[src/rtl/perf_pkg.sv]
// Shared types and constants for the performance event counter bank.
//   perf_state_e : bank operating state (RUN / FROZEN / TIMEOUT)
//   EV_*         : channel assignments for the core stall/flush strobes
package perf_pkg;

  typedef enum logic [1:0] {
    RUN     = 2'd0,
    FROZEN  = 2'd1,
    TIMEOUT = 2'd2
  } perf_state_e;

  localparam int unsigned EV_BRANCH_FLUSH = 0;
  localparam int unsigned EV_MULT_STALL   = 1;
  localparam int unsigned EV_DIV_STALL    = 2;

endpackage

[src/rtl/perf_counter_cell.sv]
// One event-counter channel with sticky overflow.
//   clk, rst  : clock, asynchronous active-high reset
//   inc       : count one event this cycle (already gated by bank state)
//   clear     : synchronous clear of count and overflow; wins over inc
//   count     : current counter value
//   overflow  : sticky, set by an increment at all-ones
// SATURATE != 0 holds the count at all-ones on overflow; otherwise it wraps.
module perf_counter_cell #(
  parameter int unsigned CNT_WIDTH = 32,
  parameter int unsigned SATURATE  = 1
) (
  input  logic                 clk,
  input  logic                 rst,
  input  logic                 inc,
  input  logic                 clear,
  output logic [CNT_WIDTH-1:0] count,
  output logic                 overflow
);

  always_ff @(posedge clk or posedge rst) begin
    if (rst) begin
      count    <= '0;
      overflow <= 1'b0;
    end else if (clear) begin
      count    <= '0;
      overflow <= 1'b0;
    end else if (inc) begin
      if (count == '1) begin
        overflow <= 1'b1;
        count    <= (SATURATE != 0) ? '1 : '0;
      end else begin
        count <= count + CNT_WIDTH'(1);
      end
    end
  end

endmodule

[src/rtl/perf_event_counter_bank.sv]
// N-channel event counter bank with a run-time watchdog.
//   clk, rst   : clock, asynchronous active-high reset
//   event_i    : per-channel event strobes, one count per high cycle
//   enable     : global count enable
//   clear      : zero counters/overflow, reload watchdog, return to RUN
//   halt       : core halted; moves the bank to FROZEN
//   rd_req     : readout request for channel rd_idx
//   rd_resp    : readout valid, one cycle after rd_req
//   rd_data    : count of the requested channel as registered at the request cycle
//   overflow   : sticky per-channel overflow flags
//   frozen     : bank is in FROZEN
//   timeout    : bank is in TIMEOUT (watchdog expired)
module perf_event_counter_bank
  import perf_pkg::*;
#(
  parameter int unsigned NUM_EVENTS     = 4,
  parameter int unsigned CNT_WIDTH      = 32,
  parameter int unsigned SATURATE       = 1,
  parameter int unsigned TIMEOUT_CYCLES = 100000000,
  parameter int unsigned TO_WIDTH       = 32
) (
  input  logic                                  clk,
  input  logic                                  rst,
  input  logic [NUM_EVENTS-1:0]                 event_i,
  input  logic                                  enable,
  input  logic                                  clear,
  input  logic                                  halt,
  input  logic                                  rd_req,
  input  logic [($clog2(NUM_EVENTS) | 1)-1:0]   rd_idx,
  output logic                                  rd_resp,
  output logic [CNT_WIDTH-1:0]                  rd_data,
  output logic [NUM_EVENTS-1:0]                 overflow,
  output logic                                  frozen,
  output logic                                  timeout
);

  localparam int unsigned IDX_W = $clog2(NUM_EVENTS) | 1;
  localparam logic [TO_WIDTH-1:0] WD_RELOAD = TO_WIDTH'(TIMEOUT_CYCLES - 1);

  perf_state_e         state;
  logic [TO_WIDTH-1:0] wd;
  logic                count_en;
  logic [CNT_WIDTH-1:0] cnt_q [NUM_EVENTS];
  logic [IDX_W-1:0]    rd_idx_q;

  // State FSM and watchdog; frozen/timeout are registered state decodes.
  always_ff @(posedge clk or posedge rst) begin
    if (rst) begin
      state   <= RUN;
      wd      <= WD_RELOAD;
      frozen  <= 1'b0;
      timeout <= 1'b0;
    end else if (clear) begin
      state   <= RUN;
      wd      <= WD_RELOAD;
      frozen  <= 1'b0;
      timeout <= 1'b0;
    end else begin
      case (state)
        RUN: begin
          if (halt) begin
            state  <= FROZEN;
            frozen <= 1'b1;
          end else if (wd == '0) begin
            state   <= TIMEOUT;
            timeout <= 1'b1;
          end else begin
            wd <= wd - TO_WIDTH'(1);
          end
        end
        default: ; // FROZEN and TIMEOUT hold until clear
      endcase
    end
  end

  // The halt cycle itself is excluded from counting.
  assign count_en = (state == RUN) && enable && !halt && !clear;

  for (genvar g = 0; g < NUM_EVENTS; g++) begin : g_cell
    perf_counter_cell #(
      .CNT_WIDTH (CNT_WIDTH),
      .SATURATE  (SATURATE)
    ) u_cell (
      .clk      (clk),
      .rst      (rst),
      .inc      (count_en && event_i[g]),
      .clear    (clear),
      .count    (cnt_q[g]),
      .overflow (overflow[g])
    );
  end

  always_ff @(posedge clk or posedge rst) begin
    if (rst) begin
      rd_resp  <= 1'b0;
      rd_idx_q <= '0;
    end else begin
      rd_resp <= rd_req;
      if (rd_req) begin
        rd_idx_q <= rd_idx;
      end
    end
  end

  // Selecting from the counter registers in the response cycle yields exactly the
  // value registered at the end of the request cycle, including that cycle's increment,
  // without duplicating the counter's next-state logic here.
  always_comb begin
    rd_data = '0;
    if (rd_resp) begin
      for (int unsigned i = 0; i < NUM_EVENTS; i++) begin
        if (32'(rd_idx_q) == i) begin
          rd_data = cnt_q[i];
        end
      end
    end
  end

endmodule

[config.mk]
export PLATFORM = sky130hd
export DESIGN_NAME = perf_event_counter_bank
export DESIGN_NICKNAME = d
export VERILOG_FILES = /design/src/rtl/perf_pkg.sv /design/src/rtl/perf_counter_cell.sv /design/src/rtl/perf_event_counter_bank.sv
export SDC_FILE = /design/constraint.sdc
export NUM_CORES = 1
export LEC_CHECK = 0
export ABC_AREA = 1
export CAP_MARGIN = 10
export CORE_ASPECT_RATIO = 0.6
export CORE_MARGIN = 2
export CORE_UTILIZATION = 55
export DETAILED_ROUTE_END_ITERATION = 6
export PLACE_DENSITY = 0.73
export SYNTH_ARGS = -nofsm -noshare
export SYNTH_HDL_FRONTEND = slang
export SYNTH_SLANG_ARGS = --single-unit
[constraint.sdc]
create_clock -name clk -period 6.88 [get_ports clk]
set_clock_uncertainty 0.05 [all_clocks]
set_input_delay 0.688 -clock clk [delete_from_list [all_inputs] [get_ports clk]]
set_output_delay 0.688 -clock clk [all_outputs]
set_load 0.005 [all_outputs]
==> Word level (Yosys, flattened, before mapping) <==
Index checks and enable logic that the tools add are counted.
{ "word_totals": {"out_inout_bits": 39, "input_bits": 13, "elab_cells": 104, "regBits": 172} }
{ "classes": {"muxes": 44, "addsub": 5, "n_reduce_logical": 32, "eq_ne": 9} }
{ "op_table": {"columns": ["op", "n"], "rows": [
  ["32-bit two-way mux", 21],
  ["32-bit by 1-bit adder with 32-bit output, second input constant", 4],
  ["32-bit == test, second input constant", 4],
  ["32-bit zero test", 1],
  ["32-bit by 1-bit subtractor with 32-bit output, second input constant", 1],
  ["2-bit nonzero test", 11],
  ["1-bit two-way mux", 19],
  ["2-bit AND reduction", 6],
  ["2-bit two-way mux", 4],
  ["1-bit logical AND", 7],
  ["3-bit by 2-bit == test with 1-bit output, second input constant", 2],
  ["3-bit AND reduction", 2],
  ["2-bit inequality test, second input constant", 2],
  ["3-bit by 1-bit == test with 1-bit output, second input constant", 1],
  ["3-bit zero test", 1],
  ["3-bit nonzero test", 1],
  ["1-bit zero test", 2],
  ["2-bit zero test", 1]
]} }

==> Depth between registers and ports, before layout <==
Gate-level depths: netlist of run 1.
{ "depth": {"word_depth": 7, "mapped_depth": 11, "ltp_nobuf": 10} }

==> Hierarchy <==
A second synthesis of run 1 with hierarchy kept.
{ "hier_totals": {"cells_unflattened": 2061, "area_unflattened_um2": 13080.0} }
{ "modules_own_cells": {"columns": ["module", "cells_each", "area_each_um2", "instances", "seq_area_each_um2"], "rows": [
  ["perf_counter_cell (g_cell[0].u_cell ...)", 353, 2321.0, 3, 825.8],
  ["perf_event_counter_bank", 646, 3808.7, 1, 1024.7],
  ["perf_counter_cell (g_cell[1].u_cell)", 356, 2308.5, 1, 825.8]
]} }

==> Worst setup path before layout of run 1 <==
Ideal clock, no wire load.
{ "synth_path": {"path_type": "register to output", "startpoint": "reg rd_idx_q[2]", "endpoint": "out rd_data[12]", "stages_incl_launch_ff": 7, "required_time_ns": 6.142, "t_arrival_ns": 1.359, "path_slack_ns": 4.783, "path_buffers": 1, "cell_sequence": "dfrtp_1 -> inv_2 -> nand3_1 -> clkbuf_1 -> or2_2 -> a21oi_1 -> nor2_1"} }
{ "synth_via": {"elab_chain_len": 6, "elab_cells_between_ends": 9, "classes_between": "3 x eq/ne; 5 x mux; 1 x reduce/logical"} }
{ "synth_rtl": {"columns": ["item", "line", "text"], "rows": [
  ["start: declaration", "perf_event_counter_bank.sv:44", "logic [IDX_W-1:0] rd_idx_q;"],
  ["start signal: assignment", "perf_event_counter_bank.sv:100", "rd_idx_q <= rd_idx;"],
  ["3-bit zero test", "perf_event_counter_bank.sv:112", "if (32'(rd_idx_q) == i) begin"],
  ["32-bit two-way mux (3 in a row)", "perf_event_counter_bank.sv:112", null],
  ["32-bit two-way mux (*)", "perf_event_counter_bank.sv:112", null],
  ["32-bit two-way mux (*)", "perf_event_counter_bank.sv:110", "if (rd_resp) begin"],
  ["end: declaration", "perf_event_counter_bank.sv:31", "output logic [CNT_WIDTH-1:0] rd_data,"]
]} }
Mark *: on every way between the ends. The rest lies on a longest branch, timed or not.

==> Final worst setup path of run 1 <==
{ "layout_path": {"startpoint": "reg rd_idx_q[2]", "endpoint": "out rd_data[16]"} }
The elaborated chain is that of the path after synthesis.

==> results of run 1 <==
[final cells by class]
type | count | area (um^2) | share of cell area, %
multi-input cells | 1615 | 7530 | 52.7
flip-flops and latches | 172 | 4330 | 30.3
inverters | 219 | 827 | 5.79
repair buffers | 59 | 571 | 3.99
clock buffers | 23 | 498 | 3.49
well taps | 315 | 394 | 2.76
clock inverters | 9 | 134 | 0.937
[per-stage QoR]
| stage | utilization [%] | cells | hold WS, ns | power, W | instance area, um^2 |
|---|---|---|---|---|---|
| 3_5_place_dp | 58.9 | 2380 | 0.416 | 0.00153 | 13700 |
| 4_1_cts | 61.6 | 2412 | 0.427 | 0.00258 | 14300 |
| 2_1_floorplan | - | 2071 | 0.400 | 0.00141 | 13100 |
| 6_report | 61.6 | 2412 | 0.426 | 0.00258 | 14300 |
| 5_1_grt | 61.6 | 2412 | 0.443 | 0.00267 | 14300 |
| 3_3_place_gp | 58.9 | 2380 | 0.412 | 0.00152 | 13700 |
[cell families (layout without fill, tap and decap cells)]
family / after synthesis / count (layout)
buffers and inverters: 284 / 310
adders and majority gates: 5 / 5
DFF: 172 / 172
xor gates and xnor gates: 35 / 35
and+or+nand+nor: 1360 / 1360
AOI/OAI and AO/OA: 215 / 215
[synthesized netlist by cell type, types with 4 or more instances]
cell and count:
buf_6 7, o21bai_1 4, nor3_2 5, dfrtp_1 153, clkbuf_1 21, a21oi_1 43
dfstp_2 19, inv_1 200, o21ai_0 52, nor3_1 16, o21ai_2 12, nand2_1 736
a31oi_1 6, nor2_1 300, xor2_1 33, nand4_1 22, o221ai_1 26, nand3_2 24
or2_2 8, buf_2 28, o21ai_1 62, ha_1 5, o31ai_1 4, nand3_1 198
inv_2 19, nor2_4 10, buf_4 5, nor2_2 15, nand2_2 14
[flip-flops by register name, indices dropped and copies added, names as in the netlist]
| name | flops |
|---|---|
| wd | 32 |
| g_cell.u_cell.count | 128 |
| g_cell.u_cell.overflow | 4 |
| rd_idx_q | 3 |
| state | 2 |
| timeout | 1 |
| rd_resp | 1 |
| frozen | 1 |
[per-layer routing]
layer | GRT usage [%] | vias up | wire (um)
met5 | 0 | - | 0
met4 | 10.7 | 0 | 994
met3 | 7.91 | 74 | 5230
met2 | 50.9 | 753 | 17700
met1 | 58.8 | 6584 | 21800
li1 | - | 6631 | -
[critical path: stages (launching register included)]
cell and delay (ns):
dfrtp_1 0.43, inv_2 0.17, nand3_1 0.79, o21ai_0 0.60
a21oi_1 0.15, nor2_1 0.16, clkdlybuf4s50_1 0.53
[how the worst max path moves through the flow]
| stage | endpoint | slack, ns | depth (start not counted) | start |
|---|---|---|---|---|
| 6_report | rd_data[16] | 2.86 | 6 | rd_idx_q[2] |
| 5_1_grt | rd_data[16] | 2.62 | 6 | rd_idx_q[2] |
| 4_1_cts | rd_data[16] | 2.91 | 6 | rd_idx_q[2] |
| 3_5_place_dp | rd_data[13] | 3.40 | 6 | rd_idx_q[2] |
| 3_3_place_gp | rd_data[16] | 3.40 | 6 | rd_idx_q[2] |
| 2_1_floorplan | frozen | 1.51 | 1 | rst |
[power groups by stage]
stage | logic (W) | clock network (W) | registers, W
after global placement | 0.000382 | 0 | 0.00114
final | 0.000396 | 0.00105 | 0.00113
after global routing | 0.000445 | 0.00109 | 0.00113
after floorplan | 0.000285 | 0 | 0.00112
after detailed placement | 0.000389 | 0 | 0.00114
after CTS | 0.000392 | 0.00106 | 0.00112
==> impl_metrics.csv, run 1 <==
group,metric,value,unit
status,status,"completed",
pwr,pwr-share-seq,43.7,%
sta,fmax,0.249,GHz
yosys,synth-xor-area-share,2.35,%
hold_path,min_delay_path_depth,2,
worst_setup_path,rrSetupSlack,4.25,ns
yosys,synthArstFlopShare,100,%
routing,avgRoutedWirePerCell,19.0,um
hold_path,hold_start,"wd[0]",
clocking,root_buffer,"clkbuf_16",
floorplanning,num_rows,43,
sta,drv_slew,0,
worst_setup_path,worstPathRequired,6.14,ns
global_route,grt_use_total,37.5,%
worst_setup_path,setup.worst_path.start_class,"flip-flop",
clocking,ctsResizeCount,0,
floorplanning,io_pins,52,
flow_run,drv_cap,0,
floorplanning,coreArea,0.0232,mm^2
routing,vias,14000,
worst_setup_path,endpoint_kind,"primary output",
sta,final_hold_viol_count,0,
yosys,synthSimpleGateAreaFrac,45.1,%
cells_and_area,drive_gt1_share,8.35,%
cells_and_area,fillers,2312,
worst_setup_path,reg2reg_from,"wd[0]",
yosys,synth_fa_ha_area_share,0.479,%
clocking,cts.clk_slew.worst_paths,0.07,ns
cells_and_area,layout_commonest_cell,"nand2_1",
routing,drc_errors,0,
worst_setup_path,critPathMaxFanout,32,
global_route,grt_pass1_wl,71500,um
pwr,leakage,6.35,nW
routing,drtIter0Drc,1874,
sta,fin_crit_sh,58.4,%
yosys,synth_top_area_share,29.3,%
sta,period_needed,4.02,ns
cells_and_area,diodes,0,
routing,via_per_inst,5.82,
floorplanning,die_w,203,um
clocking,cts_max_level,4,
yosys,synth_top_family_by_area,"simple AND/OR/NAND/NOR gates",
yosys,synthMuxAreaShare,0,%
clocking,post-cts-setup-buffers,0,
worst_setup_path,cp.arrival,3.28,ns
yosys,syn_area_per_cell,6.31,um^2
clocking,clk_path_buf_depth,2,
sta,setup_viol,0,
worst_setup_path,worstSetupPathType,"reg2out",
placed_design,gp_congestion,0.971,
clocking,postCtsHoldBufs,0,
pwr,swShare,29.3,%
worst_setup_path,r2r_end,"wd[22]",
yosys,ys.flop_type,"dfrtp_1",
cells_and_area,nNetsFinal,2102,
pwr,peakVddDrop,0.158,mV
cells_and_area,layout_common_cells,"736 x nand2_1, 300 x nor2_1, 199 x inv_1",
sta,rsz0062_at_grt,"false",
sta,relSlewSlack,22.7,%
hold_path,min_path_type,"reg2reg",
yosys,netlist_instances,2071,
pwr,clock_power_share,40.9,%
routing,ant_nets,0,
placed_design,hpwlAfterDp,34300,um
pwr,p_comb_share,15.4,%
yosys,synthDistinctLibCells,45,
global_route,grt_max_degree,95,
yosys,ys_seq_area_share,33.1,%
floorplanning,fp.dieArea,0.0250,mm^2
floorplanning,die_y,123,um
sta,fin_ws,2.86,ns
clocking,cts_tree,"yes",
yosys,synth_fp_nets,2089,
yosys,synth_area_leaders,"dfrtp_1 29%, nand2_1 21%, nor2_1 8.6%",
yosys,syn_area,0.0131,mm^2
pwr,power_density,180,mW/mm^2
routing,first_pass_iters,7,
yosys,synth_largest_area_cell,"dfrtp_1",
yosys,synth_warnings,0,
clocking,clock-sinks,172,
pwr,p_int,0.00182,W
sta,tns,0,ns
global_route,grt_pass1_vias,12500,
global_route,grt-ovfl-total,0,
yosys,ys_ff_latch,172,
yosys,synth-edff-count,0,
worst_setup_path,worstRegToRegCells,9,
global_route,antenna_found_initial,0,
pwr,p_switching,0.000757,W
cells_and_area,area_growth,9.38,%
hold_path,holdPathEnd,"wd[0]",
sta,worstMarginPinSlew,1.16,ns
placed_design,place_worst_setup_slack,3.40,ns
routing,totalWireLength,45800,um
floorplanning,start_util,56.3,%
clocking,clkLatencyLatePin,0.45,ns
placed_design,portBuffers,51,
yosys,synth-compound-area-share,9.72,%
clocking,cts_buffers,17,
No activity file was read; power rests on OpenSTA's default activity.
==> inputs of run 2 (changes only) <==
Clock period 6.88 ns to 3.73 ns, I/O delays scaled along.
==> run 2 against run 1 <==
Effect of this change: the run now ends with design-rule violations left; register-to-register slack got worse by 2.9 ns; flip-flop and latch count unchanged; non-clock buffer count increased by 10; highest routed layer unchanged; total power increased by 82%; wire length decreased by 0.73%; largest cell class unchanged; via count increased by 0.36%; critical path type unchanged; cell count increased by 0.41%; core utilization increased by 0.23 points; sequential share of layout area decreased by 0.11 points.
==> impl_metrics.csv, run 2 (synthesis gave the netlist of run 1 again) <==
group,metric,value,unit
flow_run,drv_cap,0,
sta,relSlewSlack,41.2,%
cells_and_area,final_cell_area,0.0143,mm^2
sta,fin_crit_sh,85.5,%
floorplanning,num_rows,43,
placed_design,hpwlAfterDp,34600,um
pwr,p_int,0.00322,W
floorplanning,io_pins,52,
global_route,antenna_found_initial,0,
cells_and_area,largest_reg_flops,128,
clocking,cts.clk_slew.worst_paths,0.07,ns
cells_and_area,area_growth,9.79,%
global_route,grt_max_degree,102,
floorplanning,fp.dieArea,0.0250,mm^2
sta,period_needed,3.19,ns
clocking,post-cts-setup-buffers,0,
routing,wl_met1,20800,um
routing,totalWireLength,45400,um
clocking,ctsResizeCount,0,
routing,ant_nets,0,
routing,vias,14100,
routing,drc_errors,2,
pwr,clock_power_share,39.5,%
sta,tns,0,ns
hold_path,min_path_type,"in2async",
pwr,swShare,31.3,%
routing,via_per_inst,5.82,
global_route,grt_use_total,37.0,%
placed_design,gp_congestion,0.998,
cells_and_area,fillers,2156,
clocking,clkLatencyLatePin,0.46,ns
pwr,power_density,327,mW/mm^2
worst_setup_path,cp.arrival,2.76,ns
global_route,grt_pass1_wl,70000,um
cells_and_area,drive_gt1_share,8.83,%
pwr,p_switching,0.00147,W
worst_setup_path,endpoint_kind,"primary output",
cells_and_area,layout_common_cells,"736 x nand2_1, 300 x nor2_1, 199 x inv_1",
clocking,cts_max_level,4,
worst_setup_path,cpPeakStageDelay,0.52,ns
placed_design,place_area,0.0138,mm^2
worst_setup_path,rrSetupSlack,1.36,ns
placed_design,portBuffers,51,
status,violations,"design-rule violations",
floorplanning,die_w,203,um
pwr,peakVddDrop,0.303,mV
floorplanning,start_util,56.3,%
worst_setup_path,crit_chain,"inv_2, nand2_1, o221ai_1, a21oi_1, nor2_1, clkdlybuf4s50_1",
cells_and_area,nNetsFinal,2112,
clocking,cts_tree,"yes",
pwr,leakage,6.39,nW
cells_and_area,top_regs,"g_cell.u_cell.count x128, wd x32, g_cell.u_cell.overflow x4",
pwr,pwr-share-seq,44.4,%
sta,worstMarginPinSlew,0.879,ns
sta,rsz0062_at_grt,"false",
cells_and_area,diodes,0,
clocking,postCtsHoldBufs,0,
clocking,root_buffer,"clkbuf_16",
clocking,clock-sinks,172,
worst_setup_path,worstSetupPathType,"reg2out",
floorplanning,die_y,123,um
sta,hold_ws,0.328,ns
global_route,grt_pass1_vias,12400,
clocking,clk_path_buf_depth,2,
worst_setup_path,critPathMaxFanout,26,
floorplanning,coreArea,0.0232,mm^2
sta,setup_viol,0,
cells_and_area,layout_commonest_cell,"nand2_1",
sta,drv_slew,0,
clocking,cts_buffers,17,
cells_and_area,largest-register,"g_cell.u_cell.count",
routing,met3WireLength,6280,um
status,status,"finished, violations left",
cells_and_area,register_area,0.00433,mm^2
pwr,p_comb_share,16.1,%
routing,first_pass_iters,7,
routing,avgRoutedWirePerCell,18.8,um
worst_setup_path,setup.worst_path.start_class,"flip-flop",
global_route,grt-ovfl-total,0,
sta,fmax,0.314,GHz
cells_and_area,multiInputGateArea,0.00753,mm^2
sta,final_hold_viol_count,0,
worst_setup_path,worstPathRequired,3.31,ns
pwr,power,0.00469,W
worst_setup_path,crit_slowest_cell,"nand2_1",
routing,route.met2.wl,17000,um
routing,dr.max_layer_used,"met4",
routing,drtIter0Drc,2314,
run 2: critical path, delay by kind of cell, from the launching register on:
family / cells / cell delay [ns]
DFF: 1 / 0.43
buffers and inverters: 2 / 0.67
AOI/OAI and AO/OA: 2 / 0.52
and+or+nand+nor: 2 / 0.67
run 2: path summary, 6_finish.rpt:
path | cells after the start | from | end
hold reg to reg | 2 | wd[0] | wd[0]
min in group clk | 2 | wd[0] | wd[0]
max in group asynchronous | 3 | rst | g_cell[0].u_cell.count[15]
hold / removal | 3 | rst | wd[31]
setup reg to reg | 9 | g_cell[3].u_cell.count[1] | g_cell[3].u_cell.count[17]
setup / recovery | 6 | rd_idx_q[2] | rd_data[4]
run 2: layout make-up:
type | count | share of cell area [%]
multi-input combinational | 1615 | 52.5
sequential | 172 | 30.2
inverter | 219 | 5.76
timing repair buffer | 69 | 4.68
clock buffer | 17 | 2.97
tap | 315 | 2.75
clock inverter | 15 | 1.13
run 2: stage by stage:
stage          utilization, %  cells  worst slack, ns
3_5_place_dp             59.3   2390             1.12
3_3_place_gp             59.3   2390             1.12
4_1_cts                  61.8   2422            0.614
5_1_grt                  61.8   2422            0.327
2_1_floorplan               -   2071             1.13
6_report                 61.8   2422            0.542
run 2: power by group through the flow:
stage | clock [W] | sequential [W] | combinational [W]
2_1_floorplan | 0 | 0.00208 | 0.000526
3_3_place_gp | 0 | 0.00211 | 0.000723
3_5_place_dp | 0 | 0.00211 | 0.000740
4_1_cts | 0.00186 | 0.00208 | 0.000743
5_1_grt | 0.00194 | 0.00209 | 0.000841
6_report | 0.00185 | 0.00208 | 0.000756
run 2: routing by layer:
layer / track usage (%) / vias to the layer above
li1: - / 6640
met1: 56.0 / 6545
met2: 47.5 / 820
met3: 11.9 / 87
met4: 14.5 / 0
met5: 0 / -
